**config.mk**
```make
export PLATFORM = sky130hd
export DESIGN_NAME = seq_adder32
export DESIGN_NICKNAME = d
export VERILOG_FILES = /design/src/rtl/seq_adder32.sv
export SDC_FILE = /design/constraint.sdc
export NUM_CORES = 1
export LEC_CHECK = 0
export BUFFER_PORTS_ARGS = -buffer_cell sky130_fd_sc_hd__clkbuf_2
export CORE_MARGIN = 2
export CORE_UTILIZATION = 49
export DETAILED_ROUTE_END_ITERATION = 8
export GPL_ROUTABILITY_DRIVEN = 0
export PLACE_DENSITY = 0.73
export SKIP_CTS_REPAIR_TIMING = 1
export SYNTH_ARGS = -nofsm -noshare
export SYNTH_HDL_FRONTEND = slang
export SYNTH_SLANG_ARGS = --single-unit
export TNS_END_PERCENT = 30
```
**constraint.sdc**
```tcl
create_clock -name clk -period 6.7 [get_ports clk]
set_input_delay 1.34 -clock clk [delete_from_list [all_inputs] [get_ports clk]]
set_output_delay 1.34 -clock clk [all_outputs]
set_load 0.05 [all_outputs]
```
**src/rtl/seq_adder32.sv**
```systemverilog
// Multi-cycle chunked adder: CHUNK bits per cycle, carry held in a register.
// Optional subtract mode via ADDSUB_OP_EN (adds op_sub port).
module seq_adder32 #(
  parameter int WIDTH = 32,
  parameter int CHUNK = 8
) (
  input  logic             clk,
  input  logic             rst_n,
  input  logic             in_valid,
  output logic             in_ready,
  input  logic [WIDTH-1:0] A,
  input  logic [WIDTH-1:0] B,
`ifdef ADDSUB_OP_EN
  input  logic             op_sub,
`endif
  output logic             out_valid,
  input  logic             out_ready,
  output logic [WIDTH-1:0] S,
  output logic             C31,
  output logic             OVF
);

  localparam int N  = WIDTH / CHUNK;
  localparam int CW = (N > 1) ? $clog2(N) : 1;

  typedef enum logic [1:0] {
    IDLE,
    RUN,
    DONE
  } state_t;

  state_t state, state_nx;

  logic [N-1:0][CHUNK-1:0] a_q;
  logic [N-1:0][CHUNK-1:0] b_q;
  logic [N-1:0][CHUNK-1:0] s_q;
  logic [CW-1:0]           cnt;
  logic                    carry;
  logic [CHUNK:0]          sum;
  logic [WIDTH-1:0]        b_in;
  logic                    cin0;
  logic                    accept;
  logic                    last;

`ifdef ADDSUB_OP_EN
  assign b_in = op_sub ? ~B : B;
  assign cin0 = op_sub;
`else
  assign b_in = B;
  assign cin0 = 1'b0;
`endif

  assign accept = in_valid && (state == IDLE);
  assign last   = (cnt == CW'(N - 1));
  assign sum    = {1'b0, a_q[cnt]} + {1'b0, b_q[cnt]}
                + {{CHUNK{1'b0}}, carry};
  assign S      = s_q;

  always_ff @(posedge clk or negedge rst_n) begin
    if (!rst_n) begin
      state <= IDLE;
    end else begin
      state <= state_nx;
    end
  end

  always_comb begin
    state_nx  = state;
    in_ready  = 1'b0;
    out_valid = 1'b0;
    unique case (1'b1)
      (state == IDLE): begin
        in_ready = 1'b1;
        if (in_valid) state_nx = RUN;
      end
      (state == RUN): begin
        if (last) state_nx = DONE;
      end
      (state == DONE): begin
        out_valid = 1'b1;
        if (out_ready) state_nx = IDLE;
      end
      default: state_nx = IDLE;
    endcase
  end

  always_ff @(posedge clk or negedge rst_n) begin
    if (!rst_n) begin
      a_q   <= '0;
      b_q   <= '0;
      s_q   <= '0;
      cnt   <= '0;
      carry <= 1'b0;
      C31   <= 1'b0;
      OVF   <= 1'b0;
    end else if (accept) begin
      a_q   <= A;
      b_q   <= b_in;
      carry <= cin0;
      cnt   <= '0;
    end else if (state == RUN) begin
      s_q[cnt] <= sum[CHUNK-1:0];
      carry    <= sum[CHUNK];
      cnt      <= cnt + 1'b1;
      if (last) begin
        C31 <= sum[CHUNK];
        // signed overflow: like-signed operands, result sign differs
        OVF <= (a_q[N-1][CHUNK-1] == b_q[N-1][CHUNK-1])
            && (sum[CHUNK-1] != a_q[N-1][CHUNK-1]);
      end
    end
  end

endmodule

```
# Word level (Yosys, flattened, before mapping)
# Cells that the tools add are included.
[op_classes] add_sub_neg=3 n_lt_le_gt_ge=2 eq_ne=8 n_mux=17 bitwise=1 reduce_logical=8
[ops] cell="8-bit binary-select mux with 2-bit select" n=2
[ops] cell="32-bit bitwise mux" n=1
[ops] cell="8-bit two-way mux" n=3
[ops] cell="8-bit demux with 2-bit select" n=1
[ops] cell="2-bit two-way mux" n=5
[ops] cell="8-bit by 8-bit adder with 9-bit output" n=1
[ops] cell="9-bit by 1-bit adder with 9-bit output" n=1
[ops] cell="2-bit inequality test (second input constant)" n=3
[ops] cell="2-bit one-hot mux with 3 select lines" n=1
[ops] cell="3-bit AND reduction" n=2
[ops] cell="2-bit equality test (second input constant)" n=2
[ops] cell="1-bit two-way mux" n=4
[ops] cell="1-bit logical AND" n=3
[ops] cell="2-bit by 3-bit less-than comparator with 1-bit output (second input constant)" n=1
[ops] cell="2-bit by 1-bit adder with 2-bit output (second input constant)" n=1
[ops] cell="2-bit by 1-bit equality test with 1-bit output (second input constant)" n=1
[ops] cell="2-bit by 1-bit >= comparator with 1-bit output (second input constant)" n=1
[ops] cell="2-bit logical NOT" n=1
[ops] cell="2-bit AND reduction" n=1
[ops] cell="2-bit nonzero test" n=1
[ops] cell="1-bit equality test" n=1
[ops] cell="1-bit inequality test" n=1
[ops] cell="1-bit inverter" n=1
[word_totals] reg_bits=103 input_bits=68 output_inout_bits=36 word_cells=56

# Depth between registers and ports, before layout
# Gate-level depths: netlist (run 1).
[logic_depth] ltp_word=6 ltp_mapped=9 mapped_depth_nobuf=8

# Worst setup path before layout (run 1)
# Ideal clock, no wire load.
[synth_path] kind="register to register" startpoint="reg cnt[0]" endpoint="reg C31" setup_time_ns=0.131 arrival_ns=2.956 required_ns=6.569 path_slack_ns=3.613 stages_incl_launch_ff=10 path_buffers=1 period_less_slack_ns=3.087 cell_sequence="dfrtp_1 > buf_2 > mux4_2 > fa_1 > fa_1 > a21o_2 > a21oi_1 > o21ai_0 > a211oi_1 > o31ai_1"
[synth_via] elab_chain_len=4 elab_cells_between_ends=8 classes_between="2 x add/sub; 1 x eq/ne; 4 x mux; 1 x reduce/logical"
[synth_rtl] item="start, declared" line="37" rtl="logic [CW-1:0] cnt;"
[synth_rtl] item="start signal, assigned" line="104" rtl="cnt <= cnt + 1'b1;"
[synth_rtl] item="8-bit binary-select mux with 2-bit select" line="55" rtl="assign sum = {1'b0, a_q[cnt]} + {1'b0, b_q[cnt]}"
[synth_rtl] item="8-bit two-way mux (not written as such)" line="55"
[synth_rtl] item="8-bit by 8-bit adder with 9-bit output" line="55"
[synth_rtl] item="9-bit by 1-bit adder with 9-bit output" line="56" rtl="+ {{CHUNK{1'b0}}, carry};"
[synth_rtl] item="end signal, assigned" line="106" rtl="C31 <= sum[CHUNK];"
[synth_rtl] item="end, declared" line="19" rtl="output logic C31,"
# Several ways; a longest one is shown, not always the timed one. The select of a mux whose other input is x is not followed.
# A chain may end at the register's enable or synchronous reset.

# Worst setup path after layout (run 1)
[layout_path] startpoint="reg cnt[1]" endpoint="reg C31"
# Same word-level chain as after synthesis.

==> qor.txt, run 1 <==
Diode count: 0
CTS tree: yes
Final ANT Viol Nets: 0
WP buf/inv: 0
Final Routed Wirelength: 10100 um
Hold Path Sink: a_q[17]
Cells on worst reg2reg path: 8
R2R Path End: C31
Post-synth EDFFs: 0
Core area: 9200 sq um
Highest Clock Rate: 289 MHz
Critical path's slowest cell: dfrtp_1
Overflow after GRT: 0
Number of max-cap violations: 0
Worst Hold Class: register to register
Hold path depth: 2
Max_slew headroom: 32.2%
Top delay family on crit path: compound AO/OA/AOI/OAI gates
Crit Path Max Fanout: 19
Die Y: 101 um
Fillers: 810
Tcrit/Tclk final: 51.6%
Fin. max-slew vios: 0
Cell area after synthesis: 4610 sq um
Iter 0 DRT Violations: 158
Synth warnings: 0
DP HPWL: 7410 um
Worst slew pin tran: 1.02 ns
Most frequent cells in the layout: 221 x nand2_1, 103 x dfrtp_1, 102 x clkbuf_2, 29 x o21ai_0, 16 x mux4_2
CP endpoint kind: register
Final Hold Violating Endpoints: 0
TNS Setup: 0 ns
Synth Area per Inst: 9.99 sq um
CTS Buffer Depth: 2
Seq/Total Area, Yosys: 55.9%
Start point of the worst hold path: a_q[17]
Crit path time final: 3.46 ns
DR WL/cell: 15.0 um
RSZ-0062 raised after global routing: no
CTS Buf Count: 9
Util after Layout: 58.9%
Critical Path RT: 6.93 ns
DRC: 0
Setup violators final: 0
Ys flop type: dfrtp_1
Netlist cell types: 37
Initial core utilization: 50.2%
Rows: 35
Clock Latency Late Sink: 0.37 ns
First-pass GRT wire length: 17000 um
Outcome: finished, final reports clean
Crit Path Class: register to register
Crit-path cells: mux4_2 -> fa_1 -> fa_1 -> a21o_2 -> a21oi_1 -> o21ai_0 -> a211oi_1 -> o31ai_1
Reg-to-Reg Start: cnt[1]
Sink Count: 103
Initial DRT Pass Iterations: 4
Htree depth: 3
Largest net degree at the start of global routing: 68
Via Count: 3483
Die ar.: 10200 sq um
Worst Setup Start Kind: register
Syn Inst Count: 462
WP data arrival: 3.69 ns
#FFs+latches synth: 103
Max Clock Skew: 0.00868 ns
Ys async rst share: 100%
Die X: 101 um
Syn Nets: 543
R2r setup slk: 3.24 ns
Tot GR Track Use: 21.4%
Most common cell after layout, fill and taps aside: nand2_1
Vias in the first global route: 3472
Max incr delay on CP: 0.86 ns
CP dominant cell by count: fa_1
CTS clock-pin slew for the worst setup and hold paths: 0.09 ns
Number of vias per cell: 5.18
Final #Nets: 637
Count of input and output buffers: 103
Root buffer cell: clkbuf_8
Syn-to-layout area delta: 17.3%
Io pins: 104
Initial antenna violation count: 0
Layout cell share with drive strength beyond 1: 27.5%
[tightest hold or removal path: cells and delay by family (launching register included)]
kind             cells  cell delay, ns
flip-flops           1            0.35
AND/OR/NAND/NOR      2            0.10
[routing by layer]
metal / vias up / track usage, % / wire (um)
met5: - / 0 / 0
met4: 0 / 4.99 / 133
met3: 14 / 4.30 / 548
met2: 104 / 34.0 / 4700
met1: 1665 / 30.7 / 4680
li1: 1700 / - / -
[registers in the layout (all words and copies together) (netlist names)]
name / count
state: 2
cnt: 2
OVF: 1
carry: 1
S: 32
a_q: 32
C31: 1
b_q: 32
[logic make-up (layout without fill, tap and decap cells)]
logic type | Yosys count | after routing | share of synthesized area (%)
xor gates and xnor gates | 4 | 4 | 0.760
buffers and inverters | 27 | 126 | 2.47
AOI/OAI and AO/OA | 48 | 48 | 6.29
and+or+nand+nor | 239 | 239 | 20.1
muxes | 28 | 28 | 10.6
DFF | 103 | 103 | 55.9
adders and majority gates | 13 | 13 | 3.85
[synth_stat cells, types with 2 or more instances]
| cell type | number | area, sq um |
|---|---|---|
| buf_2 | 4 | 20.0 |
| a21oi_1 | 5 | 25.0 |
| ha_1 | 11 | 138 |
| a21o_2 | 2 | 17.5 |
| nand2b_1 | 3 | 18.8 |
| nor2_1 | 4 | 15.0 |
| fa_1 | 2 | 40.0 |
| nand3_1 | 3 | 15.0 |
| mux4_2 | 16 | 360 |
| o21ai_0 | 29 | 145 |
| buf_1 | 6 | 22.5 |
| inv_1 | 4 | 15.0 |
| o31ai_1 | 3 | 22.5 |
| mux2i_1 | 4 | 40.0 |
| clkbuf_1 | 12 | 45.0 |
| nand2_1 | 222 | 833 |
| dfrtp_1 | 103 | 2580 |
| xnor2_1 | 3 | 26.3 |
| mux2_2 | 8 | 90.1 |
[worst max-delay path by stage]
stage / cells after the start / startpoint / to / slack (ns)
detailed placement: 8 / cnt[1] / carry / 3.28
CTS: 8 / cnt[1] / C31 / 3.27
global route: 8 / cnt[1] / carry / 3.04
finish: 8 / cnt[1] / C31 / 3.24
global placement: 8 / cnt[1] / C31 / 3.45
floorplan: 9 / cnt[0] / C31 / 3.61
[area by class of cell]
type / instances / area [sq um] / share of cell area (%)
inverter: 4 / 15.0 / 0.277
timing repair buffer: 106 / 541 / 9.99
clock buffer: 11 / 151 / 2.80
multi-input combinational: 332 / 1930 / 35.6
sequential: 103 / 2580 / 47.6
clock inverter: 5 / 63.8 / 1.18
tap: 111 / 139 / 2.57
[through the flow]
step / hold slack (ns) / instances / instance area [sq um] / worst slack [ns]
2_1_floorplan: 0.440 / 462 / 4610 / 3.61
3_3_place_gp: 0.454 / 656 / 5200 / 3.45
3_5_place_dp: 0.460 / 656 / 5200 / 3.28
4_1_cts: 0.482 / 672 / 5410 / 3.27
5_1_grt: 0.510 / 672 / 5410 / 3.04
6_report: 0.479 / 672 / 5410 / 3.24
Power of run 1 is not shown: default switching activity piles up to over one toggle a cycle in this logic, so the estimate is an artifact.
==> run 2: changes to the inputs <==
==> constraint.sdc (replaced) <==
create_clock -name clk -period 3.48 [get_ports clk]
set_input_delay 0.696 -clock clk [delete_from_list [all_inputs] [get_ports clk]]
set_output_delay 0.696 -clock clk [all_outputs]
set_load 0.05 [all_outputs]
==> qor.txt, run 2 (synthesis results as in run 1) <==
CTS Buf Count: 9
Final Routed Wirelength: 10100 um
Rows: 35
Initial antenna violation count: 0
Diode count: 0
Number of max-cap violations: 0
Max incr delay on CP: 0.53 ns
Crit path time final: 3.11 ns
Outcome: finished, final reports clean
Final #Nets: 641
CTS Buffer Depth: 2
Die X: 101 um
Fillers: 785
Setup violators final: 0
DP HPWL: 7500 um
Worst slew pin tran: 0.856 ns
CP endpoint kind: register
CTS tree: yes
CTS clock-pin slew for the worst setup and hold paths: 0.10 ns
Final Hold Violating Endpoints: 0
Max Clock Skew: 0.00997 ns
Final ANT Viol Nets: 0
Most frequent cells in the layout: 221 x nand2_1, 103 x dfrtp_1, 102 x clkbuf_2, 29 x o21ai_0, 16 x mux4_2
Crit-path cells: mux4_2 -> fa_1 -> fa_1 -> a21o_2 -> a21oi_1 -> o21ai_0 -> a211oi_1 -> o31ai_1
Core area: 9200 sq um
Max_slew headroom: 42.9%
Io pins: 104
TNS Setup: 0 ns
Worst Setup Start Kind: register
WL met2: 4660 um
Worst Hold Class: primary input to async pin
RSZ-0062 raised after global routing: no
Number of vias per cell: 5.13
Syn-to-layout area delta: 17.1%
Tcrit/Tclk final: 89.3%
First-pass GRT wire length: 17100 um
Iter 0 DRT Violations: 145
Sink Count: 103
CP startpoint: cnt[0]
R2r setup slk: 0.37 ns
Initial core utilization: 50.2%
Via Count: 3465
Initial DRT Pass Iterations: 5
Largest net degree at the start of global routing: 70
Crit Path Max Fanout: 4
Fin. max-slew vios: 0
Die ar.: 10200 sq um
Critical path's slowest cell: mux4_2
Met3 wire length: 458 um
Most common cell after layout, fill and taps aside: nand2_1
Htree depth: 3
Clock Latency Late Sink: 0.36 ns
Overflow after GRT: 0
WP data arrival: 3.32 ns
Critical Path RT: 3.69 ns
Metal-1 WL: 4870 um
Vias in the first global route: 3576
Root buffer cell: clkbuf_8
Reg-to-Reg Start: cnt[0]
CP dominant cell by count: fa_1
Top Metal Used: met4
Tot GR Track Use: 21.5%
Highest Clock Rate: 322 MHz
DRC: 0
Layout cell share with drive strength beyond 1: 27.7%
DR WL/cell: 15.0 um
Crit Path Class: register to register
Die Y: 101 um
Count of input and output buffers: 103
-- run 2: changes by cell type in the layout (fill, tap and decap cells not counted) --
cell	change
clkbuf_1	+1
buf_4	+4
inv_6	-2
clkbuf_8	-1
clkinvlp_4	+1
bufinv_16	-1
clkinv_4	+1
-- run 2: routing by layer --
layer | track usage [%] | up-vias
li1 | - | 1701
met1 | 31.1 | 1658
met2 | 34.1 | 93
met3 | 2.77 | 13
met4 | 6.86 | 0
met5 | 0 | -
-- run 2: worst max-delay path: cells and delay by family (launching register included) --
| kind | cells | cell delay [ns] |
|---|---|---|
| AO/OA/AOI/OAI | 5 | 1.09 |
| adder cells (fa/ha/maj) | 2 | 0.91 |
| multiplexers | 1 | 0.53 |
| flip-flops | 1 | 0.44 |
-- run 2: path summary, 6_finish.rpt --
path,cells past startpoint,end
max,8,C31
min,1,S[17]
max reg2reg,8,C31
min reg2reg,2,b_q[27]
max in group asynchronous,2,b_q[22]
min in group clk,2,b_q[27]
-- run 2: layout make-up --
type	count	area [sq um]	area share (%)
Clock inverter	4	32.5	0.602
Inverter	4	15.0	0.278
Timing Repair Buffer	110	571	10.6
Tap cell	111	139	2.57
Clock buffer	11	141	2.62
Multi-Input combinational cell	332	1930	35.6
Sequential cell	103	2580	47.7
-- run 2: per-stage QoR --
step / std cells / util [%] / setup slack (ns) / hold slack [ns] / instance area [sq um]
after floorplan: 462 / - / 0.393 / 0.400 / 4610
after global placement: 660 / 56.8 / 0.470 / 0.453 / 5230
after detailed placement: 660 / 56.8 / 0.396 / 0.460 / 5230
after CTS: 675 / 58.7 / 0.388 / 0.470 / 5400
after global routing: 675 / 58.7 / 0.157 / 0.495 / 5400
final: 675 / 58.7 / 0.371 / 0.441 / 5400
Power of run 2 is left out for the same reason.
==> run 3: changes to the inputs <==
--- a/config.mk
+++ b/config.mk
@@ -10,7 +10,8 @@
 export CORE_UTILIZATION = 49
 export DETAILED_ROUTE_END_ITERATION = 8
 export GPL_ROUTABILITY_DRIVEN = 0
-export PLACE_DENSITY = 0.73
+export MAX_ROUTING_LAYER = met4
+export PLACE_DENSITY = 0.76
 export SKIP_CTS_REPAIR_TIMING = 1
 export SYNTH_ARGS = -nofsm -noshare
 export SYNTH_HDL_FRONTEND = slang
==> constraint.sdc (replaced) <==
create_clock -name clk -period 2.6 [get_ports clk]
set_input_delay 0.52 -clock clk [delete_from_list [all_inputs] [get_ports clk]]
set_output_delay 0.52 -clock clk [all_outputs]
set_load 0.05 [all_outputs]
==> qor.txt, run 3 (synthesis results as in run 1) <==
Via Count: 3677
DR WL/cell: 15.4 um
Final ANT Viol Nets: 0
Setup WS post-layout: -0.146 ns
Tcrit/Tclk final: 106%
Initial core utilization: 50.2%
Diode count: 0
CTS clock-pin slew for the worst setup and hold paths: 0.10 ns
Die ar.: 10200 sq um
Final Hold Violating Endpoints: 0
Count of input and output buffers: 103
Core area: 9200 sq um
Failing checks: setup timing
Crit Path Class: register to register
Max Clock Skew: 0.0144 ns
Critical path's slowest cell: mux4_2
Most common cell after layout, fill and taps aside: nand2_1
DRC: 0
CTS tree: yes
Outcome: complete, but fails checks
Rows: 35
Crit-path cells: buf_6 -> buf_6 -> mux4_2 -> ha_4 -> o211ai_1 -> o21ai_2 -> buf_4 -> nand4_1 -> a311o_1 -> o211ai_2
Layout cell share with drive strength beyond 1: 33.6%
Die Y: 101 um
RSZ-0062 raised after global routing: yes
Worst slew pin tran: 0.587 ns
Final Routed Wirelength: 10800 um
Initial DRT Pass Iterations: 5
Max incr delay on CP: 0.57 ns
Dpl cell area: 5410 sq um
Util after Layout: 62.6%
Met3 wire length: 567 um
Top Metal Used: met4
Fin cells: 700
Worst Hold Class: primary input to async pin
CP dominant cell by count: buf_6
Highest Clock Rate: 364 MHz
Initial antenna violation count: 0
Worst Setup Start Kind: register
Max_slew headroom: 60.9%
WP data arrival: 3.04 ns
Critical Path RT: 2.89 ns
Syn-to-layout area delta: 24.8%
Largest net degree at the start of global routing: 46
Iter 0 DRT Violations: 169
Die X: 101 um
Crit path time final: 2.75 ns
Number of vias per cell: 5.25
Hold WS: 0.138 ns
Cells after DPL: 680
Root buffer cell: clkbuf_8
Metal-1 WL: 4810 um
Clock Latency Late Sink: 0.37 ns
Vias in the first global route: 3646
Fin. max-slew vios: 0
Crit Path Max Fanout: 4
Setup violators final: 15
Htree depth: 3
First-pass GRT wire length: 17300 um
Final #Nets: 665
Most frequent cells in the layout: 221 x nand2_1, 102 x dfrtp_1, 102 x clkbuf_2, 23 x o21ai_0, 22 x buf_4
DP HPWL: 7780 um
Sink Count: 103
CTS Buffer Depth: 2
WL met2: 5190 um
Number of max-cap violations: 0
CTS Buf Count: 9
CP endpoint kind: register
Overflow after GRT: 0
Tot GR Track Use: 22.5%
Io pins: 104
Design area: 5760 sq um
==> run 3: through the flow <==
stage          setup slack, ns  setup TNS (ns)
6_report                -0.146           -1.04
5_1_grt                 -0.235           -2.56
4_1_cts                 -0.307           -3.44
3_5_place_dp            -0.283           -3.02
3_3_place_gp            -0.224           -2.17
2_1_floorplan           -0.132          -0.762
==> run 3: layout make-up <==
class                   instances  area [sq um]
fillers                       785          3440
flip-flops and latches        103          2580
multi-input cells             332          2030
repair buffers                134           801
well taps                     111           139
clock buffers                  10           138
clock inverters                 6          53.8
inverters                       4          15.0
==> run 3: worst paths after layout <==
kind	slack [ns]	end	depth (start not counted)	from
max	-0.15	OVF	10	cnt[0]
min	0.14	a_q[21]	1	rst_n
max reg2reg	-0.15	OVF	10	cnt[0]
min reg2reg	0.48	b_q[6]	2	b_q[6]
max in group asynchronous	1.78	S[30]	2	rst_n
min in group clk	0.33	b_q[25]	3	B[25]
==> run 3: worst max-delay path: cells and delay by family (launching register included) <==
kind	cells	cell delay (ns)
mux	1	0.57
buf+inv	3	0.40
simple gates	1	0.13
flops	1	0.44
compound gates	4	0.81
fa+ha+maj	1	0.33
==> run 3: routing by layer <==
metal	global-route usage, %	vias to the layer above
met5	-	-
met4	7.17	0
met3	3.19	14
met2	36.2	120
met1	30.0	1785
li1	-	1758
Power of run 3 is left out for the same reason.
